===== src/rtl/mux_sel_arbiter.sv =====
// mux_sel_arbiter: two-requester round-robin arbiter driving the mux2to1 select.
// sel=0 routes requester A, sel=1 routes requester B. A grant lasts until done,
// the owner drops its request, or the hold timeout expires while the other side waits.
// Optional macro GRANT_COUNT_EN adds per-side grant counters cnt_a / cnt_b.
module mux_sel_arbiter #(
  parameter int MAX_HOLD = 16
`ifdef GRANT_COUNT_EN
  , parameter int CNT_W = 8
`endif
) (
  input  logic clk,
  input  logic rst,
  input  logic req_a,
  input  logic req_b,
  input  logic done,
  output logic sel,
  output logic grant_a,
  output logic grant_b,
  output logic busy
`ifdef GRANT_COUNT_EN
  ,
  output logic [CNT_W-1:0] cnt_a,
  output logic [CNT_W-1:0] cnt_b
`endif
);

  // hold_cnt must be able to hold MAX_HOLD itself, since it saturates there
  localparam int HW = (MAX_HOLD < 1) ? 1 : $clog2(MAX_HOLD + 1);
  localparam logic [HW-1:0] HOLD_MAX  = HW'(MAX_HOLD);
  localparam logic [HW-1:0] HOLD_LAST = HW'((MAX_HOLD < 1) ? 0 : MAX_HOLD - 1);

  typedef enum logic [1:0] {IDLE, GRANT_A, GRANT_B} state_t;

  state_t        state, state_nxt;
  logic          last_b, last_b_nxt;
  logic [HW-1:0] hold_cnt, hold_cnt_nxt;
  logic          new_grant;
  logic          hold_expired;
  logic          sel_nxt, grant_a_nxt, grant_b_nxt;

  assign hold_expired = (MAX_HOLD != 0) && (hold_cnt == HOLD_LAST);
  assign busy = grant_a | grant_b;

  // State register plus registered outputs and bookkeeping
  always_ff @(posedge clk) begin
    if (rst) begin
      state    <= IDLE;
      last_b   <= 1'b1;
      hold_cnt <= '0;
      sel      <= 1'b0;
      grant_a  <= 1'b0;
      grant_b  <= 1'b0;
    end else begin
      state    <= state_nxt;
      last_b   <= last_b_nxt;
      hold_cnt <= hold_cnt_nxt;
      sel      <= sel_nxt;
      grant_a  <= grant_a_nxt;
      grant_b  <= grant_b_nxt;
    end
  end

  // Next-state: round-robin from IDLE, direct hand-over on exit, reload when only the owner still asks
  always_comb begin
    state_nxt = state;
    new_grant = 1'b0;
    case (state)
      IDLE: begin
        if (req_a && req_b) begin
          state_nxt = last_b ? GRANT_A : GRANT_B;
          new_grant = 1'b1;
        end else if (req_a) begin
          state_nxt = GRANT_A;
          new_grant = 1'b1;
        end else if (req_b) begin
          state_nxt = GRANT_B;
          new_grant = 1'b1;
        end
      end
      GRANT_A: begin
        if (done || !req_a || (hold_expired && req_b)) begin
          if (req_b) begin
            state_nxt = GRANT_B;
            new_grant = 1'b1;
          end else if (req_a) begin
            state_nxt = GRANT_A;
            new_grant = 1'b1;
          end else begin
            state_nxt = IDLE;
          end
        end
      end
      GRANT_B: begin
        if (done || !req_b || (hold_expired && req_a)) begin
          if (req_a) begin
            state_nxt = GRANT_A;
            new_grant = 1'b1;
          end else if (req_b) begin
            state_nxt = GRANT_B;
            new_grant = 1'b1;
          end else begin
            state_nxt = IDLE;
          end
        end
      end
      default: state_nxt = IDLE;
    endcase
  end

  // Output and bookkeeping values for the next edge; sel keeps its value while idle
  always_comb begin
    sel_nxt      = sel;
    grant_a_nxt  = (state_nxt == GRANT_A);
    grant_b_nxt  = (state_nxt == GRANT_B);
    last_b_nxt   = last_b;
    hold_cnt_nxt = hold_cnt;
    if (state_nxt == GRANT_A) sel_nxt = 1'b0;
    if (state_nxt == GRANT_B) sel_nxt = 1'b1;
    if (new_grant) last_b_nxt = (state_nxt == GRANT_B);
    if ((state_nxt == IDLE) || new_grant) begin
      hold_cnt_nxt = '0;
    end else if (hold_cnt != HOLD_MAX) begin
      hold_cnt_nxt = hold_cnt + 1'b1;
    end
  end

`ifdef GRANT_COUNT_EN
  // Per-side grant counters, wrapping naturally at 2^CNT_W
  always_ff @(posedge clk) begin
    if (rst) begin
      cnt_a <= '0;
      cnt_b <= '0;
    end else if (new_grant) begin
      if (state_nxt == GRANT_A) cnt_a <= cnt_a + 1'b1;
      if (state_nxt == GRANT_B) cnt_b <= cnt_b + 1'b1;
    end
  end
`endif

endmodule


===== config.mk =====
export PLATFORM = sky130hd
export DESIGN_NAME = mux_sel_arbiter
export DESIGN_NICKNAME = d
export VERILOG_FILES = /design/src/rtl/mux_sel_arbiter.sv
export SDC_FILE = /design/constraint.sdc
export NUM_CORES = 1
export LEC_CHECK = 0
export ABC_CLOCK_PERIOD_IN_PS = 3300
export BUFFER_PORTS_ARGS = -buffer_cell sky130_fd_sc_hd__buf_2
export CORE_MARGIN = 5
export CORE_UTILIZATION = 55
export CTS_BUF_LIST = sky130_fd_sc_hd__clkbuf_4 sky130_fd_sc_hd__clkbuf_8 sky130_fd_sc_hd__clkbuf_16
export DETAILED_ROUTE_END_ITERATION = 6
export GPL_ROUTABILITY_DRIVEN = 0
export PLACE_DENSITY = 0.72
export SKIP_LAST_GASP = 1
export SLEW_MARGIN = 15
export SYNTH_ARGS = -nofsm -noshare
export SYNTH_HDL_FRONTEND = slang
export SYNTH_SLANG_ARGS = --single-unit

===== constraint.sdc =====
create_clock -name clk -period 3.3 [get_ports clk]
set_clock_uncertainty 0.2 [all_clocks]
set_input_delay 0.165 -clock clk [delete_from_list [all_inputs] [get_ports clk]]
set_output_delay 0.165 -clock clk [all_outputs]
set_load 0.02 [all_outputs]

==> results by group, run 1 <==
Worst setup path
  – Slowest cell on the critical path: dfxtp_1
  – Critical-path cell list: ha_1, and3_1, ha_1, a21boi_4, a21bo_1, a211o_1, a21o_2, ha_1, nor2_1, o41ai_2, nor3_1
  – CP peak stage delay: 390 ps
  – Family with the most delay on the worst path: compound AO/OA/AOI/OAI gates
  – Worst setup EP type: flip-flop
  – Critical path class: flip-flop to flip-flop
  – Crit path launch type: flip-flop
  – Buf/Inv on CP: 0
  – Crit path required time: 3290 ps
  – Worst Path Max Fanout: 5
  – CP dominant cell by count: ha_1
  – Critical Path AT: 2780 ps

Place
  – Count of input and output buffers: 8
  – HPWL after DPL: 1050 um

Clock network
  – Clk root buf: clkbuf_4
  – Clk Latency, worst-skew pair: 260 ps
  – CTS tree: built
  – Clock sink total: 11
  – Post-CTS setup buffer count: 0
  – Hold bufs inserted after CTS: 1
  – Post_cts resized: 0
  – CTS Buf Count: 3
  – Clk pin slew, worst setup/hold paths: about 70 ps
  – CTS Buffer Depth: 2
  – H-tree levels: 1

Floorplanning
  – Total core area: 0.00133 sq mm
  – Die width: ~48 um
  – Die Y: 47.9 um
  – Initial core utilization: 59.3%
  – Core Rows: 13
  – Top Ports: 9
  – Full die area: 0.00230 sq mm

Final layout
  – # fillers: approximately 110
  – Final nets: 112
  – Diode count: 0
  – Final core utilization: 64.6%
  – Share of layout cells above drive strength 1: 22.9%
  – P&R area growth vs syn: 9.02%

STA
  – Count of final hold-check violations: 0
  – RSZ-0062 raised after global routing: no
  – Slew Viols, Final: 0
  – Final worst path period need: 2790 ps
  – Setup TNS: 0 ps
  – F_max: 358 MHz
  – Final setup violation count: 0
  – Rel. slew slack: 66.1%
  – Fin crit share: 84.7%
  – Worst Hold Slack: 136 ps
  – Worst-Margin Slew: between 500 and 600 ps

Flow run
  – Max-cap violation count: 0

Drt
  – Drt wl/cell: 12.3 um
  – Vias: 621
  – Drt via density: 5.59
  – Post-route DRC: 0
  – Antenna Nets Post-Route: 0
  – Detailed Route WL: 1360 um
  – First-pass iteration count of the detailed router: 4
  – DRT iter0 DRCs: 4

Pwr
  – Leakage Power: 0.384 nW
  – Worst vdd ir: 0.362 mV
  – Power Density: approximately 500 mW/mm^2
  – Pwr Total: 0.425 mW

Synthesis
  – Sequential fraction of the synthesis area: 27.8%
  – Syn_area_per_cell: 9.09 sq um
  – Synth Instances: a little under 90
  – Syn_nets: 102
  – Synth Register Bits: 11
  – Synthesized cell area: ~790 sq um
  – Post-synth cell types: 39
  – Yosys warning total: 0

GRT
  – Initial antenna violation count: 0
  – Grt total ovfl: 0
  – First-pass GRT wire length: 2340 um
  – Vias in the first global route: 531
  – Gr usage total: 14.9%
  – Largest net degree at the start of global routing: 12

Status
  – Status: finished, final reports clean

Worst hold path
  – Hold Crit Class: primary input to flip-flop
state kept, by name, summed over array words and instances, names as in the netlist:
signal and flops:
hold_cnt 5, state 2, grant_a 1, grant_b 1, last_b 1, sel 1
tightest hold or removal path: cells and delay by family:
family	cells	cell delay [ps]
compound gates	2	250
buf+inv	1	130
logic make-up (layout without fill, tap and decap cells):
| family | after synthesis | count (layout) | synth area share, % |
|---|---|---|---|
| buffers and inverters | 13 | 22 | 7.75 |
| muxes | 4 | 4 | 5.06 |
| DFF | 11 | 11 | 27.8 |
| AOI/OAI and AO/OA | 19 | 19 | 21.4 |
| and+or+nand+nor | 27 | 27 | 18.8 |
| adders and majority gates | 10 | 10 | 15.8 |
| xor gates and xnor gates | 3 | 3 | 3.32 |
path summary, 6_finish.rpt:
path | depth (start not counted) | startpoint | slack [ps] | to
max | 11 | hold_cnt[1]$_SDFFE_PP0P_ | 510 | hold_cnt[2]$_SDFFE_PP0P_
max reg2reg | 11 | hold_cnt[1]$_SDFFE_PP0P_ | 510 | hold_cnt[2]$_SDFFE_PP0P_
min | 3 | done | 140 | state[1]$_SDFF_PP0_
min reg2reg | 2 | sel$_SDFFE_PP0P_ | 320 | sel$_SDFFE_PP0P_
report_power, final:
group	switching, mW	internal [mW]	total (mW)
Combinational	0.0887	0.0742	0.163
Sequential	0.0146	0.150	0.165
Clock	0.0421	0.0549	0.0970
Total	0.145	0.280	0.425
metal layers:
layer  up-vias  track usage, %  share of wire, %
met1       278            20.7                51
li1        323               -                 -
met4         0            9.68               2.1
met2        16            20.3                43
met5         -               0                 0
met3         4            3.38               4.1
per-stage QoR:
step	setup slack [ps]	instances	cell area [sq um]
2_1_floorplan	735	87	791
3_3_place_gp	582	106	822
3_5_place_dp	519	106	822
4_1_cts	491	111	862
5_1_grt	289	111	862
6_report	506	111	862
cell usage after synthesis (all sizes together):
cell	n	area, sq um
and3	2	13.8
a21o	2	16.3
a21oi	5	25.0
inv	9	33.8
nand2b	1	6.26
a32oi	1	8.76
nor4b	1	15.0
a211o	2	18.8
a21bo	1	10.0
xnor2	2	17.5
a21boi	1	18.8
buf	3	23.8
nand3	1	5.00
mux2i	4	40.0
clkbuf	1	3.75
nand2	5	18.8
nand4	1	6.26
dfxtp	11	220
nor3b	1	7.51
a211oi	2	20.0
nor4	2	18.8
o32a	1	11.3
nor3	1	5.00
xor2	1	8.76
o221ai	1	8.76
or2	1	6.26
nor2	9	33.8
o41ai	1	16.3
nor2b	2	12.5
a41oi	1	8.76
a31oi	1	6.26
ha	10	125
layout by cell type (no fill, tap or decap), types with 2 or more instances in the layout:
cell type	netlist	routed
ha_1	10	10
clkbuf_4	0	4
mux2i_1	4	4
xnor2_1	2	2
dfxtp_1	11	11
nor2_1	9	9
buf_2	1	8
nand2_1	5	5
a21oi_1	5	5
nor2b_1	2	2
inv_1	9	9
cell type report:
type / count / area, sq um / share of cell area (%)
multi-input cells: 63 / 509 / 59.1
well taps: 15 / 18.8 / 2.18
inverters: 9 / 33.8 / 3.92
clock buffers: 4 / 30.0 / 3.48
flip-flops and latches: 11 / 220 / 25.5
repair buffers: 9 / 50.0 / 5.81
Power figures use the tool's default switching activity.
==> inputs of run 2 (changes only) <==
- ABC_CLOCK_PERIOD_IN_PS: 3300 -> 2800
- clock period: 3.3 -> 2.8 ns (I/O delays scaled with it)
==> results by group, run 2 (synthesis gave the netlist of run 1 again) <==
Worst hold path
  – Min-Delay Startpoint: done (unchanged)
  – Hold Path End: state[1]$_SDFF_PP0_ (unchanged)
  – Hold Crit Class: primary input to flip-flop (unchanged)
  – Hold Path Depth: 3 (unchanged)

GRT
  – Initial antenna violation count: 0 (unchanged)
  – Grt total ovfl: 0 (unchanged)
  – Largest net degree at the start of global routing: 12 (unchanged)
  – Gr usage total: 15.7% (was 14.9%)
  – Vias in the first global route: 597 (was 531)
  – First-pass GRT wire length: 2470 um (was 2340 um)

Final layout
  – Final nets: 112 (unchanged)
  – Commonest cells after routing, fill and taps aside: dfxtp_1 (10), inv_1 (9), nor2_1 (9), ha_1 (9), buf_2 (8) (was dfxtp_1 (11), ha_1 (10), inv_1 (9), nor2_1 (9), buf_2 (8))
  – Most common cell after layout, fill and taps aside: dfxtp_1 (unchanged)
  – Multi-input gate area: 522 sq um (was 509 sq um)
  – P&R area growth vs syn: 10.8% (was 9.02%)
  – Biggest register: hold_cnt (unchanged)
  – Share of layout cells above drive strength 1: 25.0% (was 22.9%)
  – # fillers: 123 (was 113)
  – Fin cells: 111 (unchanged)
  – Diode count: 0 (unchanged)
  – Max reg flops: 5 (unchanged)
  – Final core utilization: 65.7% (was 64.6%)
  – Biggest regs: hold_cnt: 5 flops, state: 2 flops (unchanged)
  – Storage cell area: 221 sq um (was 220 sq um)

Status
  – Status: finished, final reports clean (unchanged)

Worst setup path
  – Reg-to-reg critical path endpoint: hold_cnt[2]$_SDFFE_PP0P_ (unchanged)
  – Critical-path cell list: ha_1, and3_1, ha_4, a21boi_4, a21bo_1, a211o_1, a21o_2, ha_1, nor2_1, o41ai_2, nor3_1 (was ha_1, and3_1, ha_1, a21boi_4, a21bo_1, a211o_1, a21o_2, ha_1, nor2_1, o41ai_2, nor3_1)
  – Crit path launch type: flip-flop (unchanged)
  – RR Startpoint: hold_cnt[0]$_SDFFE_PP0P_ (was hold_cnt[1]$_SDFFE_PP0P_)
  – CP peak stage delay: 350 ps (was 390 ps)
  – Crit path required time: 2790 ps (was 3290 ps)
  – Worst Path Max Fanout: 5 (unchanged)
  – Critical path class: flip-flop to flip-flop (unchanged)
  – CP dominant cell by count: ha_1 (unchanged)
  – Critical Path AT: 2600 ps (was 2780 ps)
  – Worst setup EP type: flip-flop (unchanged)
  – Register-to-Register Path Depth: 11 (unchanged)
  – Flop2flop setup slack: 180 ps (was 510 ps)
  – Slowest cell on the critical path: dfxtp_1 (unchanged)

STA
  – Final setup violation count: 0 (unchanged)
  – Slew Viols, Final: 0 (unchanged)
  – Final worst path period need: 2620 ps (was 2790 ps)
  – RSZ-0062 raised after global routing: no (unchanged)
  – F_max: 382 MHz (was 358 MHz)
  – Rel. slew slack: 68.4% (was 66.1%)
  – Setup TNS: 0 ps (unchanged)
  – Fin crit share: 93.4% (was 84.7%)
  – Worst-Margin Slew: 470 ps (was 504 ps)
  – Count of final hold-check violations: 0 (unchanged)

Drt
  – Antenna Nets Post-Route: 0 (unchanged)
  – Detailed Route WL: 1400 um (was 1360 um)
  – Vias: 620 (was 621)
  – Drt wl/cell: 12.6 um (was 12.3 um)
  – Post-route DRC: 0 (unchanged)
  – First-pass iteration count of the detailed router: 4 (unchanged)
  – Drt via density: 5.59 (about the same)
  – DRT iter0 DRCs: 7 (was 4)

Place
  – Count of input and output buffers: 8 (unchanged)
  – HPWL after DPL: 1080 um (was 1050 um)
  – Placed insts: 106 (unchanged)

Pwr
  – Leakage Power: 0.386 nW (was 0.384 nW)
  – Power Density: 568 mW/mm^2 (was 493 mW/mm^2)
  – Worst vdd ir: 0.361 mV (was 0.362 mV)
  – Pwr Total: 0.498 mW (was 0.425 mW)

Clock network
  – Clk root buf: clkbuf_4 (unchanged)
  – CTS tree: built (unchanged)
  – CTS Buffer Depth: 2 (unchanged)
  – Clk Latency, worst-skew pair: 260 ps (about the same)
  – Post-CTS setup buffer count: 0 (unchanged)
  – CTS Buf Count: 3 (unchanged)
  – Clk pin slew, worst setup/hold paths: 60 ps (was 70 ps)
  – Clock sink total: 11 (unchanged)
  – H-tree levels: 1 (unchanged)

Floorplanning
  – Die Y: 47.9 um (unchanged)
  – Top Ports: 9 (unchanged)
  – Die width: 47.9 um (unchanged)
  – Full die area: 0.00230 sq mm (unchanged)
  – Initial core utilization: 59.3% (unchanged)
  – Core Rows: 13 (unchanged)
  – Total core area: 0.00133 sq mm (unchanged)

Flow run
  – Max-cap violation count: 0 (unchanged)
==> run 2: cell counts in the layout (fill, tap and decap cells not counted) <==
Identical to the previous run, type by type.
==> run 2: power by group <==
part	switching, mW	leakage (nW)	internal (mW)
Clock	0.0479	0.0184	0.0647
Combinational	0.104	0.277	0.0873
Sequential	0.0160	0.0904	0.177
==> run 2: final cells by class <==
cell class	instances	share of cell area, %
timing repair buffer	9	5.71
sequential	11	25.3
multi-input combinational	63	59.6
inverter	9	3.86
clock buffer	4	3.43
tap	15	2.14
==> run 2: through the flow <==
step	area (sq um)	setup slack, ps	hold slack [ps]
final	876	184	112
after CTS	862	21.9	100
after floorplan	791	235	4.65
after global routing	876	42.4	119
after global placement	822	108	204
after detailed placement	822	46.0	215
==> run 2: critical path: cells and delay by family (launching register included) <==
family | cells | cell delay (ps)
compound gates | 5 | 980
flops | 1 | 350
simple gates | 3 | 460
fa+ha+maj | 3 | 550
==> run 2: worst max-delay path by stage <==
stage	from	end	slack, ps
2_1_floorplan	hold_cnt[1]$_SDFFE_PP0P_	hold_cnt[2]$_SDFFE_PP0P_	230
5_1_grt	hold_cnt[0]$_SDFFE_PP0P_	hold_cnt[2]$_SDFFE_PP0P_	40
3_5_place_dp	hold_cnt[1]$_SDFFE_PP0P_	hold_cnt[2]$_SDFFE_PP0P_	50
6_report	hold_cnt[0]$_SDFFE_PP0P_	hold_cnt[2]$_SDFFE_PP0P_	180
3_3_place_gp	hold_cnt[1]$_SDFFE_PP0P_	hold_cnt[2]$_SDFFE_PP0P_	110
4_1_cts	hold_cnt[1]$_SDFFE_PP0P_	hold_cnt[2]$_SDFFE_PP0P_	20
==> run 2: layer usage <==
layer,vias to the layer above,part of all wire (%),GRT usage [%]
met5,-,0,0
met4,0,1.2,8.06
met1,286,49,18.4
li1,322,-,-
met3,2,4.7,6.02
met2,10,45,24.8
==> run 2: repair_timing <==
action,in CTS,in global routing
hold endpoints to repair,5,0
hold buffers,1,0
gates resized for setup,0,3
endpoints found under the setup margin,0,6
